$ cat config.mk
export PLATFORM = sky130hd
export DESIGN_NAME = fetch_unit
export DESIGN_NICKNAME = d
export VERILOG_FILES = /design/src/rtl/fetch_unit.sv
export SDC_FILE = /design/constraint.sdc
export NUM_CORES = 1
export LEC_CHECK = 0
export CORE_ASPECT_RATIO = 0.5
export CORE_MARGIN = 8
export CORE_UTILIZATION = 35
export DETAILED_ROUTE_END_ITERATION = 16
export HOLD_SLACK_MARGIN = 0.05
export PLACE_DENSITY = 0.82
export SYNTH_ARGS = -nofsm -noshare
export SYNTH_HDL_FRONTEND = slang
export SYNTH_SLANG_ARGS = --single-unit
export TNS_END_PERCENT = 30
$ cat constraint.sdc
create_clock -name clock -period 2.35 [get_ports clock]
set_input_delay 0.705 -clock clock [delete_from_list [all_inputs] [get_ports clock]]
set_output_delay 0.705 -clock clock [all_outputs]
set_load 0.02 [all_outputs]
$ cat src/rtl/fetch_unit.sv
// Instruction fetch: holds the PC, issues one imem read per instruction, latches the word for decode.
// Latency: instr_valid rises on the edge sampling imem_ready; a step at edge N presents the new request in cycle N+1.
// Backpressure: waits in FETCH until imem_ready; step_pc is honoured only in HOLD and is ignored whenever stall=1.
module fetch_unit #(
    parameter logic [31:0] RESET_PC = 32'h0000_0000
) (
    input  logic        clock,
    input  logic        reset_n,
    input  logic        step_pc,
    input  logic        stall,
    input  logic        jump,
    input  logic [31:0] jump_target,
    input  logic        branch_taken,
    input  logic [31:0] branch_target,
    output logic        imem_req,
    output logic [31:0] imem_addr,
    input  logic        imem_ready,
    input  logic [31:0] imem_rdata,
    output logic [31:0] pc,
    output logic [31:0] pc_plus4,
    output logic [31:0] instr,
    output logic        instr_valid,
    output logic        step_miss,
    output logic        misaligned
);

    typedef enum logic {FETCH = 1'b0, HOLD = 1'b1} state_t;

    state_t      state;
    state_t      state_nxt;
    logic        step_ok;
    logic        capture;
    logic        advance;
    logic        miss_evt;
    logic        redirect;
    logic [31:0] raw_target;

    assign step_ok  = step_pc && !stall;
    assign pc_plus4 = pc + 32'd4;

    always_ff @(posedge clock or negedge reset_n) begin
        if (!reset_n) begin
            state <= FETCH;
        end else begin
            state <= state_nxt;
        end
    end

    always_comb begin
        state_nxt = state;
        case (state)
            FETCH:   if (imem_ready) state_nxt = HOLD;
            HOLD:    if (step_ok)    state_nxt = FETCH;
            default: state_nxt = FETCH;
        endcase
    end

    // Request is gated by reset_n so it drops the instant reset asserts.
    always_comb begin
        imem_req  = (state == FETCH) && reset_n;
        imem_addr = pc;
        capture   = (state == FETCH) && imem_ready;
        advance   = (state == HOLD) && step_ok;
        miss_evt  = (state == FETCH) && step_ok;
    end

    always_comb begin
        redirect   = jump || branch_taken;
        raw_target = pc_plus4;
        if (jump) begin
            raw_target = jump_target;
        end else if (branch_taken) begin
            raw_target = branch_target;
        end
    end

    always_ff @(posedge clock or negedge reset_n) begin
        if (!reset_n) begin
            pc          <= RESET_PC;
            instr       <= 32'd0;
            instr_valid <= 1'b0;
            step_miss   <= 1'b0;
            misaligned  <= 1'b0;
        end else begin
            if (capture) begin
                instr       <= imem_rdata;
                instr_valid <= 1'b1;
            end
            if (advance) begin
                pc          <= {raw_target[31:2], 2'b00};
                instr_valid <= 1'b0;
                if (redirect && (raw_target[1:0] != 2'b00)) begin
                    misaligned <= 1'b1;
                end
            end
            if (miss_evt) begin
                step_miss <= 1'b1;
            end
        end
    end

endmodule

==> flow_summary.yaml, run 1 <==
status:
  status: "finished, violations left"
  violations: "setup timing"
clocking:
  clkSinkCount: 66
  cts_made_buffers: 9
  clkLatencyLatePin_ps: 330
  holdBufCountCts: 0
  ctsRootBufferMaster: "clkbuf_16"
  clk_pin_slew_ps: 50
  htreeDepth: 3
  cts_buffer_depth: 2
  cts_tree: "built"
routing:
  firstDrtPassIters: 5
  drc: 0
  num_vias: 4416
  drtIter0Drc: 351
  viasPerCell: 5.29
  routed_wl_um: 16600
  wl_per_cell_um: 19.8
  ant_nets: 0
min_path:
  worstHoldStart: "misaligned"
  min_path_type: "reg -> reg"
die:
  die-height_um: 91.2
  chipWidth_um: 166
  ios: 235
  rows: 27
  dieArea_mm2: 0.0152
  initial_core_util_pct: 36.0
  core-area_mm2: 0.0110
synthesis:
  synth_edf_count: 0
  synth_commonest_cells: "66 x dfrtp_1, 37 x buf_4, 32 x mux2_2, 31 x o21ai_0, 28 x nor2_1"
  ys_seq_elements: 66
  ys_types: 47
  synth_area_mm2: 0.00396
  ys_warn_count: 0
  synth.area.top_cells: "dfrtp_1 42%, mux2_2 9.1%, buf_4 7.0%"
  yosysMostFrequentCell: "dfrtp_1"
  synth_top_area_share_pct: 41.7
  synth_seq_area_share_pct: 41.7
  synth_top_area_cell: "dfrtp_1"
  avgSynthCellArea_um2: 9.62
  synth_top_flop_cell: "dfrtp_1"
  async_reset_ff_share_pct: 100
  synth_cells: 412
global_routing:
  grt_antenna_before_repair: 0
  grt.total_usage_pct: 20.9
  first_global_vias: 4644
  grt-ovfl-total: 0
  grt_start_max_net_pins: 67
  grt_pass1_wl_um: 25800
worst_setup_path:
  crit_start: "imem_addr[18]"
  crit_type: "reg -> out"
  critPathMostFrequentCell: "or4_4"
  slowest_stage: "or4_4"
  crit_path_end_kind: "output port"
  path_cells: "nand3_2 -> or4_4 -> or4_4 -> xnor2_4 -> buf_6"
  crit_family: "simple AND/OR/NAND/NOR gates"
  worst_ep_required_time_ps: 1640
  worst-path-buf-inv: 1
  cp-start-kind: "flop"
  worstPathArrival_ps: 2240
  r2r-start: "imem_addr[18]"
  path_max_fanout: 5
  max_stage_delay_ps: 580
  r2r_slack_ps: 70
sta:
  finClkSkew_ps: 4.62
  fin_crit_sh_pct: 125
  finalSetupViolCount: 23
  slew_headroom_pct: 43.2
  layout_setup_ws_ps: -591
  setup_tns_ps: -7630
  worstMarginPinSlew_ps: 853
  grt_setup_unrepaired: "yes"
  fmax_mhz: 340
  hold_viol: 0
  finalMaxSlewViolations: 0
  min_period_ps: 2940
pwr:
  leakage_uw: 0.00324
  p_per_area_mw_per_mm2: 824
  power_uw: 6110
  peakVddDrop_v: 0.000512
place:
  hpwl_um: 12200
  place_congestion: 0.885
  placed_area_mm2: 0.00693
  port_buffers: 228
cells_and_area:
  layout-drive-gt1-share_pct: 32.2
  utilization_pct: 67.3
  diodes: 0
  syn_to_final_growth_pct: 87.2
  layout.nets: 791
  design_area_mm2: 0.00742
run:
  maxCapViolations: 0
-- worst register-to-register path: cells and delay by family (launching register included) --
kind,cells,cell delay (ps)
compound gates,2,410
flops,1,380
simple gates,3,1250
buf+inv,1,160
-- sequential cells by signal, indices dropped and copies added, names as in the netlist --
| signal | flops |
|---|---|
| imem_addr | 30 |
| misaligned | 1 |
| state | 1 |
| instr_valid | 1 |
| step_miss | 1 |
| instr | 32 |
-- stage by stage --
stage | worst slack [ps] | hold slack [ps] | std cells
after floorplan | -333 | 409 | 417
after global placement | -691 | 439 | 813
after detailed placement | -705 | 449 | 813
after CTS | -616 | 461 | 830
after global routing | -645 | 494 | 835
final | -591 | 460 | 835
-- final cells by class --
| cell class | count | area [µm²] |
|---|---|---|
| well taps | 145 | 181 |
| inverters | 11 | 41.3 |
| clock inverters | 3 | 65.1 |
| repair buffers | 323 | 2980 |
| fillers | 789 | 3600 |
| multi-input cells | 276 | 2240 |
| flip-flops and latches | 66 | 1660 |
| clock buffers | 11 | 243 |
-- final timing paths --
path / to / cells after the start
worst max register to register: imem_addr[27] / 6
worst min register to register: misaligned / 1
worst max-delay path: pc_plus4[27] / 5
worst min-delay path: misaligned / 1
max in group asynchronous: imem_addr[12] / 2
min in group asynchronous: instr[16] / 2
-- routing by layer --
layer	share of wire [%]	vias up	global-route usage [%]
met4	3.1	0	8.12
met2	54	211	38.7
li1	-	1989	-
met3	6.3	43	5.83
met1	37	2173	22.7
met5	0	-	0
-- report_power, final --
group,switching (µW),internal (µW),total [µW],leakage [µW]
combinational,1570,1520,3100,0.00231
clock,475,944,1420,0.000151
sequential,179,1420,1590,0.000777
-- layout by cell type (no fill, tap or decap), types with 10 or more instances in the layout --
cell and instances:
dfrtp_1 60, buf_4 111, mux2_2 32, nand2_1 17, inv_1 10, o21ai_0 31, clkdlybuf4s50_1 194, a21oi_1 22
a222oi_1 11, o2bb2ai_1 12, nor2_1 24
-- cells by family (layout without fill, tap and decap cells) --
group	Yosys count	after routing	share of synthesized area (%)
compound gates	106	106	18.0
xor+xnor	28	28	6.19
fa+ha+maj	1	1	0.316
buf+inv	75	348	10.7
flops	66	66	41.7
mux	37	37	10.4
other cells	1	6	0.0946
simple gates	98	98	12.7
-- repair_timing --
action,4_1_cts,5_1_grt
pin swaps,9,10
setup endpoints to repair,29,28
gates resized for setup,146,33
setup buffers,3,5
Power figures use the tool's default switching activity.
==> run 2: changes to the inputs <==
Settings changed: CTS_CLUSTER_SIZE set to 8.
==> results of run 2 <==
No change in the layout: final DEF, timing and power equal those of run 1.
